File: src/rtl/seq_divider_8bit_pkg.sv
// Shared constants and types for the sequential restoring divider.
//   DEFAULT_WIDTH : default operand width W (dividend is 2W bits)
//   CNT_W         : iteration counter width for the default width
//   state_e       : controller state encoding
package seq_div_pkg;

  localparam int unsigned DEFAULT_WIDTH = 8;
  localparam int unsigned CNT_W         = $clog2(DEFAULT_WIDTH);

  typedef enum logic [1:0] {
    StIdle  = 2'd0,
    StCheck = 2'd1,
    StRun   = 2'd2,
    StDone  = 2'd3
  } state_e;

endpackage

File: src/rtl/seq_divider_8bit_if.sv
// Start/busy/done request-result bundle for seq_divider_8bit.
//   start, dividend, divisor          : request (master -> slave)
//   busy, done, quotient, remainder,
//   div_zero, overflow                : status/result (slave -> master)
interface seq_divider_8bit_if #(
  parameter int unsigned WIDTH = 8
);

  logic                 start;
  logic [2*WIDTH-1:0]   dividend;
  logic [WIDTH-1:0]     divisor;
  logic                 busy;
  logic                 done;
  logic [WIDTH-1:0]     quotient;
  logic [WIDTH-1:0]     remainder;
  logic                 div_zero;
  logic                 overflow;

  modport master (
    output start, dividend, divisor,
    input  busy, done, quotient, remainder, div_zero, overflow
  );

  modport slave (
    input  start, dividend, divisor,
    output busy, done, quotient, remainder, div_zero, overflow
  );

endinterface

File: src/rtl/seq_divider_8bit_div_step.sv
// One combinational restoring shift-subtract stage.
//   i_r       : current partial remainder (always < divisor, so W bits suffice)
//   i_d_msb   : next dividend bit shifted in
//   i_divisor : divisor
//   o_r       : next partial remainder
//   o_q_bit   : quotient bit produced by this stage
module div_step
  import seq_div_pkg::*;
#(
  parameter int unsigned WIDTH = DEFAULT_WIDTH
) (
  input  logic [WIDTH-1:0] i_r,
  input  logic             i_d_msb,
  input  logic [WIDTH-1:0] i_divisor,
  output logic [WIDTH-1:0] o_r,
  output logic             o_q_bit
);

  logic [WIDTH:0] w_shift;
  logic [WIDTH:0] w_trial;

  always_comb begin
    w_shift = {i_r, i_d_msb};
    w_trial = w_shift - {1'b0, i_divisor};
    // Trial result is non-negative exactly when its top bit is clear.
    o_q_bit = ~w_trial[WIDTH];
    o_r     = o_q_bit ? w_trial[WIDTH-1:0] : w_shift[WIDTH-1:0];
  end

endmodule

File: src/rtl/seq_divider_8bit.sv
// Sequential restoring radix-2 divider: 2W-bit dividend / W-bit divisor.
//   clk  : rising-edge clock
//   rst  : asynchronous active-high reset
//   bus  : request/result bundle (slave side)
// Normal division completes W RUN iterations; divide-by-zero and quotient
// overflow are detected in CHECK and finish immediately with saturated results.
module seq_divider_8bit
  import seq_div_pkg::*;
#(
  parameter int unsigned WIDTH = DEFAULT_WIDTH
) (
  input logic               clk,
  input logic               rst,
  seq_divider_8bit_if.slave bus
);

  localparam int unsigned CntW = $clog2(WIDTH);

  state_e             r_state;
  logic [2*WIDTH-1:0] r_dividend;
  logic [WIDTH-1:0]   r_divisor;
  // Partial remainder R: its top bit is provably zero between steps, so only W bits are kept.
  logic [WIDTH-1:0]   r_rem;
  logic [WIDTH-1:0]   r_d;
  // Holds the first W-1 quotient bits; the last one comes straight from the step.
  logic [WIDTH-2:0]   r_qacc;
  logic [CntW-1:0]    r_cnt;
  logic               r_busy;
  logic               r_done;
  logic [WIDTH-1:0]   r_quotient;
  logic [WIDTH-1:0]   r_remainder;
  logic               r_div_zero;
  logic               r_overflow;

  logic [WIDTH-1:0]   w_r_next;
  logic               w_q_bit;

  div_step #(
    .WIDTH (WIDTH)
  ) u_step (
    .i_r       (r_rem),
    .i_d_msb   (r_d[WIDTH-1]),
    .i_divisor (r_divisor),
    .o_r       (w_r_next),
    .o_q_bit   (w_q_bit)
  );

  always_ff @(posedge clk or posedge rst) begin
    if (rst) begin
      r_state     <= StIdle;
      r_dividend  <= '0;
      r_divisor   <= '0;
      r_rem       <= '0;
      r_d         <= '0;
      r_qacc      <= '0;
      r_cnt       <= '0;
      r_busy      <= 1'b0;
      r_done      <= 1'b0;
      r_quotient  <= '0;
      r_remainder <= '0;
      r_div_zero  <= 1'b0;
      r_overflow  <= 1'b0;
    end else begin
      unique case (r_state)
        StIdle: begin
          r_done <= 1'b0;
          if (bus.start) begin
            r_dividend <= bus.dividend;
            r_divisor  <= bus.divisor;
            r_div_zero <= 1'b0;
            r_overflow <= 1'b0;
            r_busy     <= 1'b1;
            r_state    <= StCheck;
          end
        end

        StCheck: begin
          if (r_divisor == '0) begin
            r_div_zero  <= 1'b1;
            r_quotient  <= '1;
            r_remainder <= r_dividend[WIDTH-1:0];
            r_done      <= 1'b1;
            r_state     <= StDone;
          end else if (r_dividend[2*WIDTH-1:WIDTH] >= r_divisor) begin
            // Quotient would need more than W bits.
            r_overflow  <= 1'b1;
            r_quotient  <= '1;
            r_remainder <= '1;
            r_done      <= 1'b1;
            r_state     <= StDone;
          end else begin
            r_rem   <= r_dividend[2*WIDTH-1:WIDTH];
            r_d     <= r_dividend[WIDTH-1:0];
            r_qacc  <= '0;
            r_cnt   <= '0;
            r_state <= StRun;
          end
        end

        StRun: begin
          r_rem  <= w_r_next;
          r_d    <= {r_d[WIDTH-2:0], 1'b0};
          r_qacc <= {r_qacc[WIDTH-3:0], w_q_bit};
          r_cnt  <= r_cnt + 1'b1;
          if (r_cnt == CntW'(WIDTH - 1)) begin
            r_quotient  <= {r_qacc, w_q_bit};
            r_remainder <= w_r_next;
            r_done      <= 1'b1;
            r_state     <= StDone;
          end
        end

        StDone: begin
          r_done  <= 1'b0;
          r_busy  <= 1'b0;
          r_state <= StIdle;
        end

        default: begin
          r_done  <= 1'b0;
          r_busy  <= 1'b0;
          r_state <= StIdle;
        end
      endcase
    end
  end

  assign bus.busy      = r_busy;
  assign bus.done      = r_done;
  assign bus.quotient  = r_quotient;
  assign bus.remainder = r_remainder;
  assign bus.div_zero  = r_div_zero;
  assign bus.overflow  = r_overflow;

endmodule

File: src/flat_wrapper.sv
// flat-port wrapper written by rule: the top's interface ports become plain ports
module seq_divider_8bit_flat import seq_div_pkg::*;
#(
  parameter int unsigned WIDTH = DEFAULT_WIDTH
)
  (clk, rst, bus_start, bus_dividend, bus_divisor, bus_busy, bus_done, bus_quotient, bus_remainder, bus_div_zero, bus_overflow);
  seq_divider_8bit_if #(.WIDTH(WIDTH)) bus_i ();
  input logic clk;
  input logic rst;
  input wire logic [$bits(bus_i.start)-1:0] bus_start;
  input wire logic [$bits(bus_i.dividend)-1:0] bus_dividend;
  input wire logic [$bits(bus_i.divisor)-1:0] bus_divisor;
  output wire logic [$bits(bus_i.busy)-1:0] bus_busy;
  output wire logic [$bits(bus_i.done)-1:0] bus_done;
  output wire logic [$bits(bus_i.quotient)-1:0] bus_quotient;
  output wire logic [$bits(bus_i.remainder)-1:0] bus_remainder;
  output wire logic [$bits(bus_i.div_zero)-1:0] bus_div_zero;
  output wire logic [$bits(bus_i.overflow)-1:0] bus_overflow;
  assign bus_i.start = bus_start;
  assign bus_i.dividend = bus_dividend;
  assign bus_i.divisor = bus_divisor;
  assign bus_busy = bus_i.busy;
  assign bus_done = bus_i.done;
  assign bus_quotient = bus_i.quotient;
  assign bus_remainder = bus_i.remainder;
  assign bus_div_zero = bus_i.div_zero;
  assign bus_overflow = bus_i.overflow;
  seq_divider_8bit #(.WIDTH(WIDTH)) u_core (.clk(clk), .rst(rst), .bus(bus_i));
endmodule
File: config.mk
export PLATFORM = sky130hd
export DESIGN_NAME = seq_divider_8bit_flat
export DESIGN_NICKNAME = d
export VERILOG_FILES = /design/src/rtl/seq_divider_8bit_pkg.sv /design/src/rtl/seq_divider_8bit_if.sv /design/src/rtl/seq_divider_8bit_div_step.sv /design/src/rtl/seq_divider_8bit.sv /design/src/flat_wrapper.sv
export SDC_FILE = /design/constraint.sdc
export NUM_CORES = 1
export LEC_CHECK = 0
export BUFFER_PORTS_ARGS = -buffer_cell sky130_fd_sc_hd__buf_2
export CORE_AREA = 5 5 91 93
export CTS_CLUSTER_DIAMETER = 60
export DETAILED_ROUTE_END_ITERATION = 12
export DIE_AREA = 0 0 96 98
export PLACE_DENSITY = 0.71
export SETUP_SLACK_MARGIN = 0.05
export SKIP_CTS_REPAIR_TIMING = 1
export SYNTH_ARGS = -nofsm -noshare
export SYNTH_HDL_FRONTEND = slang
export SYNTH_SLANG_ARGS = --single-unit
export TNS_END_PERCENT = 5
File: constraint.sdc
create_clock -name clk -period 7.4 [get_ports clk]
set_input_delay 0.74 -clock clk [delete_from_list [all_inputs] [get_ports clk]]
set_output_delay 0.74 -clock clk [all_outputs]
set_load 0.005 [all_outputs]
* Word-level counts from Yosys, hierarchy flattened *
Index checks and enable logic that the tools add are counted.

word-level totals
  register bits = 72
  latch bits = 0
  memory bits (writable) = 0
  ROM bits = 0
  bits of input ports = 27
  output and inout bits = 20
  logic and storage cells = 78
  memories kept = 0

operators by class
  $add $sub $neg = 2
  $mul = 0
  div/mod/pow operators = 0
  $lt $le $gt $ge = 1
  equal/unequal tests = 11
  shift operators = 0
  muxes and demuxes = 36
  bitwise logic cells = 1
  reductions and logical operators = 14

operator list
  operator                                               number
  2-to-1 mux 8 bit                                       10
  one-hot mux 8 bit (2 select lines)                     4
  2-to-1 mux 7 bit                                       2
  one-hot mux 7 bit (2 select lines)                     1
  AND reduction 3 bit                                    3
  subtractor 9 x 8 -> 9 bit                              1
  >= comparator 8 bit                                    1
  logical NOT 8 bit                                      1
  2-to-1 mux 1 bit                                       8
  one-hot mux 2 bit (4 select lines)                     1
  AND reduction 2 bit                                    4
  2-to-1 mux 2 bit                                       3
  2-to-1 mux 3 bit                                       2
  inequality test 2 x 1 -> 1 bit, second input constant  3
  inequality test 2 bit, second input constant           3
  one-hot mux 1 bit (2 select lines)                     3
  one-hot mux 3 bit (2 select lines)                     1
  nonzero test 2 bit                                     3
  == test 2 bit, second input constant                   2
  AND reduction 4 bit                                    1
  adder 3 x 1 -> 3 bit, second input constant            1
  == test 3 bit, second input constant                   1
  inequality test 3 x 1 -> 1 bit, second input constant  1
  one-hot mux 1 bit (3 select lines)                     1
  4 further kinds                                        4

* Depth between registers and ports, before layout *
Gate-level depths: netlist (run 1).

  depth in word-level cells = 4
  depth in mapped cells = 11
  gate-level depth less buffers = 10

* By module *
From an unflattened synthesis (run 1), not the netlist that was laid out.

second synthesis, totals
  cell total of the unflattened synthesis = 341
  area total of the unflattened synthesis = 3882.5 µm²

modules (own cells, without submodules)
  module            instances  cells each  area each (µm²)  seq. area each (µm²)
  seq_divider_8bit  1          283         3397.0           1801.7
  div_step          1          58          485.5            0.0

* Worst setup path before layout (run 1) *
No wires, ideal clock.

  path type = reg2reg
  from = reg u_core.r_d[7]
  to = reg u_core.r_remainder[6] (netlist: u_core.bus.remainder[6])
  setup time = 0.127 ns
  arrival time = 2.295 ns
  required time = 7.273 ns
  setup slack = 4.977 ns
  stages on the path, launching flop included = 12
  path buffers = 1
  period minus slack after synthesis = 2.423 ns
  path through = dfrtp_1 -> inv_1 -> ha_1 -> inv_1 -> fa_1 -> a211oi_2 -> nor3_2 -> mux2i_2 -> or2_1 -> buf_6 -> a311oi_1 -> mux2_1

on the way
  longest elaborated chain between the ends = 4

ends and longest elaborated chain
  element                             line                             RTL
  start: declaration                  seq_divider_8bit.sv:24           logic [WIDTH-1:0] r_d;
  start signal: assignment            seq_divider_8bit.sv:93           r_d <= r_dividend[WIDTH-1:0];
  start signal: assignment            seq_divider_8bit.sv:102          r_d <= {r_d[WIDTH-2:0], 1'b0};
  subtractor 9 x 8 -> 9 bit           seq_divider_8bit_div_step.sv:24  w_trial = w_shift - {1'b0, i_divisor};
  2-to-1 mux 8 bit                    seq_divider_8bit_div_step.sv:27  o_r = o_q_bit ? w_trial[WIDTH-1:0] : w_shift[WIDTH-1:0];
  2-to-1 mux 8 bit                    seq_divider_8bit.sv:105          if (r_cnt == CntW'(WIDTH - 1)) begin
  one-hot mux 8 bit (2 select lines)  seq_divider_8bit.sv:64           unique case (r_state)
  end signal: assignment              seq_divider_8bit.sv:81           r_remainder <= r_dividend[WIDTH-1:0];
  end signal: assignment              seq_divider_8bit.sv:107          r_remainder <= w_r_next;
  end: declaration                    seq_divider_8bit.sv:31           logic [WIDTH-1:0] r_remainder;

No other way between the ends. The select of a mux whose other input is x is not followed.
A chain may end at the register's enable or synchronous reset.

* Worst setup path in the final report (run 1) *
  from = reg u_core.r_divisor[0]
  to = reg u_core.r_remainder[6] (netlist: u_core.bus.remainder[6])

on the way
  longest elaborated chain between the ends = 4
  elaborated cells on any way between the ends = 9
  those cells by class = 1 x add/sub; 1 x order compare; 1 x eq/ne; 4 x mux; 2 x reduce/logical

ends and longest elaborated chain
  element                             line                             RTL
  start: declaration                  seq_divider_8bit.sv:21           logic [WIDTH-1:0] r_divisor;
  start signal: assignment            seq_divider_8bit.sv:69           r_divisor <= bus.divisor;
  subtractor 9 x 8 -> 9 bit           seq_divider_8bit_div_step.sv:24
  2-to-1 mux 8 bit                    seq_divider_8bit_div_step.sv:27
  2-to-1 mux 8 bit                    seq_divider_8bit.sv:105
  one-hot mux 8 bit (2 select lines)  seq_divider_8bit.sv:64

Several ways; a longest one is shown, not always the timed one. The select of a mux whose other input is x is not followed.

==> results.txt, run 1 <==
Fin nets: 470
I/O Pins: 47
Mapped Nets: 425
CTS buffer count: 9
Ys flop type: dfrtp_1
Outcome: finished clean
RSZ-0062 raised after global routing: no
Fin worst setup slack: 4210 ps
Static Leakage: 2.04 nW
Post-layout min period: 3190 ps
TritonCTS clock tree: built
Post-Layout Cell Count: 526
Seq/Total Area, Yosys: 45.9%
Synth Instances: 375
Gr usage total: 20.3%
Maxcap violations: 0
Clock sink total: 72
Area leader, netlist: dfrtp_1
Headroom to the max-slew limit: 21.8%
Vias: 2960
CTS H-tree depth: 3
Worst endpoint required time: 7630 ps
GR Overflow Total: 0
First-pass GRT wire length: 14900 um
Antenna violations before repair: 0
Maximum VDD drop: 227 uV
Slew @ Worst Pin: 1170 ps
GP Congestion: 0.926
Total Wirelength: 8590 um
Clock transition at path regs: 80 ps
Synth top area cells: dfrtp_1, ha_1, mux2_2
Crit end category: flip-flop
Hpwl dp: 6160 um
# rows: 32
Vias per Instance: 5.63
Post-synth top area share: 45.9%
Reg-to-Reg Start: u_core.r_divisor[0]$_DFFE_PP0P_
Ant diodes: 0
WS Path Type: reg2reg
Maximum buffer depth of the clock tree: 2
Distinct cell type count after synthesis: 57
Commonest non-fill, non-tap cell in the layout: dfrtp_1
R2R Setup Slk: 4210 ps
Crit Path Max Fanout: 17
Most frequent cells in the layout: dfrtp_1, nand2_1, buf_2
Post-Syn Area: 3920 um^2
Reg2reg end: u_core.bus.remainder[6]$_DFFE_PP0P_
YS warnings: 0
Post-synth EDFFs: 0
Hold Slack: 476 ps
Hold EP: u_core.r_cnt[2]$_DFFE_PP0P_
Final worst-path cycle share: 43.1%
Dpl ws: 4210 ps
Count of pins over their slew limit: 0
Starting density of the core: 52.7%
Root Buffer: clkbuf_8
Clock Skew: 5.19 ps
Share of cells above drive strength 1: 25.0%
Setup Viol. Count Final: 0
Critical Path Start Type: flip-flop
Final ANT Viol Nets: 0
WHS Path Cells: 2
Initial DRC Count: 127
Async S/R FF share, synth: 100%
Total die area: 9410 um^2
#FFs+latches synth: 72
Vias in the first global route: 3061
Syn Area/Cell: 10.5 um^2
Endpoints failing hold: 0
Max Freq: 0.313 GHz
Drt drc: 0
Total iterations of the first detailed-routing run: 4
TNS Setup: 0 ps
Worst hold path type: reg2reg
Area delta synth->final: 12.4%
Cells on worst reg2reg path: 7
Die H: 98 um
Pwr dens: 529 nW/um^2
WP data arrival: 3420 ps
Width of the die: 96 um
Worst-skew pair later-pin latency: 340 ps
Largest net degree at the start of global routing: 73
Buffers on Ports: 46
CORE AREA: 7450 um^2
Hold_sp: u_core.r_cnt[2]$_DFFE_PP0P_
DP Cell Count: 511
WL/cell: 16.3 um
state kept, by name, indices dropped and copies added (netlist names):
register / flops
u_core.r_rem: 8
u_core.r_dividend: 16
u_core.bus.busy: 1
u_core.r_state: 2
u_core.bus.remainder: 8
u_core.bus.done: 1
u_core.bus.quotient: 8
u_core.bus.div_zero: 1
u_core.r_cnt: 3
u_core.r_divisor: 8
u_core.r_qacc: 7
u_core.r_d: 8
u_core.bus.overflow: 1
Yosys cell counts, types with 3 or more instances:
library cell	number
o21bai_1	7
nor4_1	3
o21ai_1	18
clkbuf_1	10
nor2_1	18
mux2i_1	9
nand3b_1	3
o31ai_1	5
a211oi_2	3
nand3_1	13
mux2_2	24
nand2b_1	6
o21ai_0	16
nand2_1	46
nor2b_1	3
o211ai_1	3
inv_1	22
ha_1	22
xnor2_1	3
nor3_1	6
o31a_1	9
dfrtp_1	72
a21oi_1	9
cell families (layout without fill, tap and decap cells):
group / count (synthesis) / in the layout / share of synthesized area, %
buffers and inverters: 38 / 87 / 4.18
xor gates and xnor gates: 4 / 4 / 0.894
and+or+nand+nor: 110 / 110 / 14.0
muxes: 36 / 36 / 10.1
adders and majority gates: 23 / 23 / 7.53
AOI/OAI and AO/OA: 92 / 92 / 17.3
DFF: 72 / 72 / 45.9
report_power, final:
group          total (mW)  internal (mW)  leakage (nW)  switching [mW]
Sequential          0.693          0.566         0.861           0.127
Clock               0.298          0.153        0.0948           0.146
Combinational        1.34          0.556          1.08           0.787
Total                2.33           1.27          2.04            1.06
per-layer routing:
layer  vias to the layer above  routed length (um)  global-route usage, %
met5                         -                   0                      0
met4                         0                 241                   8.75
met3                        16                 313                   3.39
met2                        51                4240                   32.4
met1                      1463                3800                   26.9
li1                       1430                   -                      -
layout make-up:
class,instances,area [um^2]
multi-input cells,265,1960
repair buffers,49,253
well taps,102,128
inverters,23,86.3
fillers,670,3040
flip-flops and latches,72,1800
clock inverters,6,61.3
clock buffers,9,124
through the flow:
stage / total power, mW / cell area, um^2 / util (%)
2_1_floorplan: 1.75 / 3920 / -
3_3_place_gp: 2.00 / 4220 / 56.7
3_5_place_dp: 2.05 / 4220 / 56.7
4_1_cts: 2.35 / 4410 / 59.2
5_1_grt: 2.55 / 4410 / 59.2
6_report: 2.33 / 4410 / 59.2
how the worst max path moves through the flow:
| stage | from | endpoint | slack (ps) | cells past startpoint |
|---|---|---|---|---|
| after floorplan | rst | u_core.bus.busy$_DFFE_PP0P_ | 4840 | 1 |
| after global placement | u_core.r_divisor[0]$_DFFE_PP0P_ | u_core.bus.remainder[6]$_DFFE_PP0P_ | 4330 | 7 |
| after detailed placement | u_core.r_divisor[0]$_DFFE_PP0P_ | u_core.bus.remainder[6]$_DFFE_PP0P_ | 4210 | 7 |
| after CTS | u_core.r_divisor[0]$_DFFE_PP0P_ | u_core.bus.remainder[6]$_DFFE_PP0P_ | 4210 | 7 |
| after global routing | u_core.r_divisor[0]$_DFFE_PP0P_ | u_core.bus.remainder[6]$_DFFE_PP0P_ | 3990 | 7 |
| final | u_core.r_divisor[0]$_DFFE_PP0P_ | u_core.bus.remainder[6]$_DFFE_PP0P_ | 4210 | 7 |
worst max-delay path: stages, from the launching register on:
cell and delay (ps):
dfrtp_1 420, ha_1 310, nand2b_4 150, a2111oi_4 360, and4b_4 280, o31ai_4 590
or2_1 590, mux2_1 370
Power figures use the tool's default switching activity.
==> run 2: changes to the inputs <==
==> constraint.sdc (replaced) <==
create_clock -name clk -period 3.32 [get_ports clk]
set_input_delay 0.332 -clock clk [delete_from_list [all_inputs] [get_ports clk]]
set_output_delay 0.332 -clock clk [all_outputs]
set_load 0.005 [all_outputs]
==> run 2 against run 1 <==
Final cell count rose by 1.3%. Clock skew grew 5.6 ps. Clock-buffer cell count increased by 1. Total power is 140% higher. Hold slack got worse by 420 ps. Clock power rose to 2.7 times the previous value. Critical endpoint unchanged. Critical path type unchanged. First-iteration DRC count increased by 130%. Largest cell class unchanged. Die area unchanged. Non-clock buffer count grew 6.
==> results.txt, run 2 (synthesis gave the netlist of run 1 again) <==
Outcome: finished clean
Maximum VDD drop: 523 uV (+130%)
Worst-skew pair later-pin latency: 350 ps (about the same)
Max Freq: 0.362 GHz (+16%)
Total Wirelength: 9060 um (+5.5%)
CTS buffer count: 9 (unchanged)
Worst endpoint required time: 3560 ps (-4070 ps)
Worst hold path type: in2async
Final Instance Area: 4510 um^2 (+2.3%)
Endpoints failing hold: 0 (unchanged)
Launch point of the worst path: u_core.r_divisor[0]$_DFFE_PP0P_
Total iterations of the first detailed-routing run: 4 (unchanged)
Reg2reg end: u_core.bus.remainder[6]$_DFFE_PP0P_
Cells on worst reg2reg path: 9 (+2)
Pwr dens: 1220 nW/um^2 (+130%)
Share of cells above drive strength 1: 26.2% (+1.2 points)
TritonCTS clock tree: built
Most frequent cells in the layout: dfrtp_1, nand2_1, buf_2
I/O Pins: 47 (unchanged)
Reg-to-Reg Start: u_core.r_divisor[0]$_DFFE_PP0P_
Vias: 2977 (+0.57%)
Initial DRC Count: 297 (+130%)
Count of pins over their slew limit: 0 (unchanged)
WS Path Type: reg2reg
TNS Setup: 0 ps (unchanged)
Post-layout min period: 2760 ps (-432 ps)
Max reg flops: 16 (unchanged)
Crit end category: flip-flop
Vias per Instance: 5.59 (-0.75%)
Critical Path Start Type: flip-flop
Commonest non-fill, non-tap cell in the layout: dfrtp_1
Largest Register: u_core.r_dividend
GP Congestion: 0.885 (-4.4%)
Fin util: 60.6% (+1.3 points)
Hpwl dp: 6410 um (+4.1%)
Headroom to the max-slew limit: 38.6% (+17 points)
Clock transition at path regs: 80 ps (about the same)
R2R Setup Slk: 560 ps (-3650 ps)
CORE AREA: 7450 um^2 (unchanged)
Maxcap violations: 0 (unchanged)
Ant diodes: 0 (unchanged)
Fin nets: 476 (+1.3%)
Drt drc: 0 (unchanged)
Clock Skew: 10.8 ps (+5.59 ps)
Fin worst setup slack: 559 ps (-3650 ps)
Die H: 98 um (unchanged)
RSZ-0062 raised after global routing: no
Starting density of the core: 52.7% (unchanged)
Dpl ws: 572 ps (-3640 ps)
Maximum buffer depth of the clock tree: 2 (unchanged)
# rows: 32 (unchanged)
Vias in the first global route: 3041 (-0.65%)
Gr usage total: 21.1% (+0.82 points)
WL/cell: 17.0 um (+4.1%)
Crit Path Max Fanout: 9 (-8)
Width of the die: 96 um (unchanged)
Antenna violations before repair: 0 (unchanged)
GR Overflow Total: 0 (unchanged)
Clock sink total: 72 (unchanged)
Fill count: 646 (-3.6%)
Hold Slack: 59.4 ps (-417 ps)
CTS H-tree depth: 3 (unchanged)
Total die area: 9410 um^2 (unchanged)
WP data arrival: 3000 ps (-420 ps)
Final worst-path cycle share: 83.2% (+40 points)
Largest net degree at the start of global routing: 73 (unchanged)
Area delta synth->final: 15.0%
Setup Viol. Count Final: 0 (unchanged)
Static Leakage: 2.09 nW (+2.5%)
First-pass GRT wire length: 15100 um (+1.8%)
Final ANT Viol Nets: 0 (unchanged)
Post-DP Area: 4280 um^2 (+1.4%)
Slew @ Worst Pin: 921 ps (-249 ps)
Buffers on Ports: 46 (unchanged)
Root Buffer: clkbuf_8
run 2: changes by cell type in the layout (fill, tap and decap cells not counted):
cell,before,now
clkinv_4,1,0
clkbuf_8,9,10
buf_12,0,1
buf_4,3,8
bufinv_16,1,2
inv_6,0,2
clkinv_2,3,1
run 2: stage by stage:
stage / power (mW) / cells
global placement: 4.61 / 517
finish: 5.51 / 533
global route: 5.97 / 533
CTS: 5.53 / 533
detailed placement: 4.72 / 517
floorplan: 3.91 / 375
run 2: layout make-up:
class	count	area [um^2]	area share [%]
sequential	72	1800	40.0
inverter	23	86.3	1.91
clock inverter	6	90.1	2.00
clock buffer	10	138	3.05
multi-input combinational	265	1960	43.4
tap	102	128	2.83
timing repair buffer	55	310	6.88
run 2: worst max-delay path, cell delays in order, from the launching register on:
cell and delay, ps:
dfrtp_1 420, ha_1 190, inv_1 50, fa_1 440
a211oi_2 270, nor3_2 90, mux2i_2 370, or2_1 370
a311oi_1 140, mux2_1 300
run 2: worst max path at each step:
stage | slack [ps] | end | cells past startpoint
after global routing | 290 | u_core.bus.remainder[6]$_DFFE_PP0P_ | 10
final | 560 | u_core.bus.remainder[6]$_DFFE_PP0P_ | 9
after CTS | 550 | u_core.bus.remainder[6]$_DFFE_PP0P_ | 9
after global placement | 640 | u_core.r_rem[2]$_DFFE_PP0P_ | 8
after floorplan | 900 | u_core.bus.remainder[6]$_DFFE_PP0P_ | 11
after detailed placement | 570 | u_core.bus.remainder[6]$_DFFE_PP0P_ | 9
run 2: where the power goes:
| group | switching, mW | internal [mW] | total [mW] |
|---|---|---|---|
| sequential | 0.300 | 1.26 | 1.56 |
| clock | 0.353 | 0.448 | 0.801 |
| combinational | 1.83 | 1.31 | 3.14 |
run 2: routing by layer:
metal  GRT usage [%]  up-vias  wire length (um)
met5               0        -                 0
met1            28.3     1451              3880
met3            4.78       15               424
li1                -     1436                 -
met2            33.3       75              4580
met4            7.66        0               180
==> run 3: changes to the inputs <==
--- a/config.mk
+++ b/config.mk
@@ -5,12 +5,13 @@
 export SDC_FILE = /design/constraint.sdc
 export NUM_CORES = 1
 export LEC_CHECK = 0
+export ABC_AREA = 1
 export BUFFER_PORTS_ARGS = -buffer_cell sky130_fd_sc_hd__buf_2
-export CORE_AREA = 5 5 91 93
+export CORE_AREA = 5 5 93 95
 export CTS_CLUSTER_DIAMETER = 60
 export DETAILED_ROUTE_END_ITERATION = 12
-export DIE_AREA = 0 0 96 98
-export PLACE_DENSITY = 0.71
+export DIE_AREA = 0 0 98 100
+export PLACE_DENSITY = 0.72
 export SETUP_SLACK_MARGIN = 0.05
 export SKIP_CTS_REPAIR_TIMING = 1
 export SYNTH_ARGS = -nofsm -noshare
==> constraint.sdc (replaced) <==
create_clock -name clk -period 2.2 [get_ports clk]
set_input_delay 0.22 -clock clk [delete_from_list [all_inputs] [get_ports clk]]
set_output_delay 0.22 -clock clk [all_outputs]
set_load 0.005 [all_outputs]
==> run 3 against run 2 <==
Flip-flop and latch count stayed put. Setup slack lost 430 ps. Critical path depth up 5. Clock-buffer cell count decreased by 1. Register-to-register slack worse by 430 ps. Fmax increased by 33%. Synthesized cell count grew 39%. Critical path type unchanged. Largest cell class unchanged.
==> results.txt, run 3 <==
Outcome: finished clean
Post-Layout Cell Count: 675 (+27%)
Clock Skew: 13.0 ps (+2.27 ps)
Post-Syn Area: 3950 um^2 (+0.70%)
Seq/Total Area, Yosys: 45.6% (-0.32 points)
Die H: 100 um (+2.0%)
RSZ-0062 raised after global routing: yes
Gr usage total: 20.6% (-0.49 points)
Synth Instances: 520 (+39%)
Most common cell in the synthesized netlist: nand2_1
CORE AREA: 7650 um^2 (+2.7%)
Antenna violations before repair: 0 (unchanged)
Dpl ws: 67.4 ps (-504 ps)
CTS H-tree depth: 3 (unchanged)
Post-synth EDFFs: 0 (unchanged)
Count of pins over their slew limit: 0 (unchanged)
Async S/R FF share, synth: 100% (unchanged)
Maxcap violations: 0 (unchanged)
Ys flop type: dfrtp_1
Headroom to the max-slew limit: 69.6% (+31 points)
Vias: 3537 (+19%)
Critical Path Start Type: flip-flop
Root Buffer: clkbuf_8
Setup Viol. Count Final: 0 (unchanged)
Combinational Power Share: 55.8% (-1.3 points)
# rows: 32 (unchanged)
Mapped Nets: 570 (+34%)
Total iterations of the first detailed-routing run: 5 (+1)
Clock sink total: 72 (unchanged)
Slew @ Worst Pin: 454 ps (-466 ps)
Vias per Instance: 5.24 (-6.2%)
Pwr dens: 1800 nW/um^2 (+48%)
Hold EP: u_core.r_dividend[10]$_DFFE_PP0P_
Hold_sp: bus_dividend[10]
Final worst-path cycle share: 94.1% (+11 points)
Hold Slack: 62.4 ps (+3.07 ps)
Initial DRC Count: 243 (-18%)
Reg-to-Reg Start: u_core.r_d[7]$_DFFE_PP0P_
DP Cell Count: 657 (+27%)
Post-DP Area: 4300 um^2 (+0.38%)
Reg power frac: 28.2% (about the same)
Maximum buffer depth of the clock tree: 2 (unchanged)
Fin worst setup slack: 130 ps (-429 ps)
YS warnings: 0 (unchanged)
Clock power share: 16.0% (+1.5 points)
Final Instance Area: 4620 um^2 (+2.4%)
Total Wirelength: 9550 um (+5.4%)
Area leader, netlist: dfrtp_1
Post-layout min period: 2070 ps (-691 ps)
Endpoints failing hold: 0 (unchanged)
Maximum VDD drop: 769 uV (+47%)
WL/cell: 14.1 um (-17%)
Post-synth top area share: 45.6% (-0.32 points)
WP data arrival: 2310 ps (-690 ps)
Most frequent cells in the layout: nand2_1, dfrtp_1, nand3_1
Crit Path Max Fanout: 10 (+1)
Cells on worst reg2reg path: 14 (+5)
Total die area: 9800 um^2 (+4.2%)
Largest net degree at the start of global routing: 73 (unchanged)
Fin util: 60.4% (-0.16 points)
First-pass GRT wire length: 16300 um (+8.1%)
Static Leakage: 2.57 nW (+23%)
Reg2reg end: u_core.bus.remainder[5]$_DFFE_PP0P_
#FFs+latches synth: 72 (unchanged)
Synth top area cells: dfrtp_1, nand2_1, nand3_1
Hpwl dp: 6620 um (+3.2%)
Final total power: 8.32 mW (+51%)
Worst-skew pair later-pin latency: 350 ps (about the same)
Drt drc: 0 (unchanged)
WS Path Type: reg2reg
Starting density of the core: 51.6% (-1.0 points)
Max Freq: 0.483 GHz (+33%)
Crit end category: flip-flop
Worst endpoint required time: 2440 ps (-1120 ps)
Worst hold path type: in2reg
Width of the die: 98 um (+2.1%)
GR Overflow Total: 0 (unchanged)
Final ANT Viol Nets: 0 (unchanged)
Switching part of the total: 47.6% (+2.5 points)
Largest Register: u_core.r_dividend
Buffers on Ports: 46 (unchanged)
Clock transition at path regs: 80 ps (about the same)
Fin nets: 618 (+30%)
GP Congestion: 0.889 (+0.47%)
CTS buffer count: 9 (unchanged)
Switching pwr: 3.96 mW (+60%)
Internal power: 4.36 mW (+44%)
Area delta synth->final: 17.0%
Most instantiated cells after synthesis: nand2_1, nand3_1, dfrtp_1, inv_1, nor2_1
Distinct cell type count after synthesis: 28 (-51%)
Share of cells above drive strength 1: 17.6% (-8.6 points)
Commonest non-fill, non-tap cell in the layout: nand2_1
WHS Path Cells: 3
Syn Area/Cell: 7.59 um^2 (-27%)
TritonCTS clock tree: built
Max reg flops: 16 (unchanged)
TNS Setup: 0 ps (unchanged)
Ant diodes: 0 (unchanged)
Vias in the first global route: 3401 (+12%)
I/O Pins: 47 (unchanged)
R2R Setup Slk: 130 ps (-430 ps)
-- run 3: worst max-delay path by stage --
stage / to / cells past startpoint / from
6_report: u_core.bus.remainder[5]$_DFFE_PP0P_ / 14 / u_core.r_d[7]$_DFFE_PP0P_
2_1_floorplan: u_core.bus.busy$_DFFE_PP0P_ / 1 / rst
3_3_place_gp: u_core.bus.remainder[5]$_DFFE_PP0P_ / 14 / u_core.r_d[7]$_DFFE_PP0P_
4_1_cts: u_core.bus.remainder[5]$_DFFE_PP0P_ / 14 / u_core.r_d[7]$_DFFE_PP0P_
5_1_grt: u_core.bus.remainder[7]$_DFFE_PP0P_ / 13 / u_core.r_divisor[0]$_DFFE_PP0P_
3_5_place_dp: u_core.bus.remainder[5]$_DFFE_PP0P_ / 14 / u_core.r_d[7]$_DFFE_PP0P_
-- run 3: cells by family after synthesis --
| family | synth area share [%] |
|---|---|
| AO/OA/AOI/OAI | 5.74 |
| XOR/XNOR | 0.666 |
| AND/OR/NAND/NOR | 33.5 |
| adder cells (fa/ha/maj) | 7.48 |
| buffers and inverters | 7.03 |
| flip-flops | 45.6 |
-- run 3: final cells by class --
class                   instances  area [um^2]
clock buffers                   9          124
clock inverters                 7          126
fillers                       712         3030
inverters                      47          176
multi-input cells             381         1920
flip-flops and latches         72         1800
well taps                     102          128
repair buffers                 57          340
-- run 3: layer usage --
metal  up-vias  track usage, %  wire length (um)
met4         0            8.63               291
met3        31            4.73               752
met5         -               0                 0
met1      1610            28.8              4290
li1       1760               -                 -
met2       136            31.0              4210
-- run 3: worst max-delay path: stages (launching register included) --
cell     delay, ps
dfrtp_1        400
inv_2           60
ha_1           150
inv_2           50
fa_2           360
nand3_1        100
nand3_2         90
nand2_2         90
nand2_1        100
nand2_2        100
nand2_4        100
nand3_1        110
nand3_1        110
nand2_1        100
nand2_1         50
-- run 3: power groups by stage --
stage                     combinational (mW)  clock (mW)  sequential, mW
after global routing                    5.33        1.42            2.42
after global placement                  4.32           0            2.34
after floorplan                         3.31           0            2.27
final                                   4.64        1.33            2.35
after detailed placement                4.42           0            2.36
after CTS                               4.47        1.35            2.34
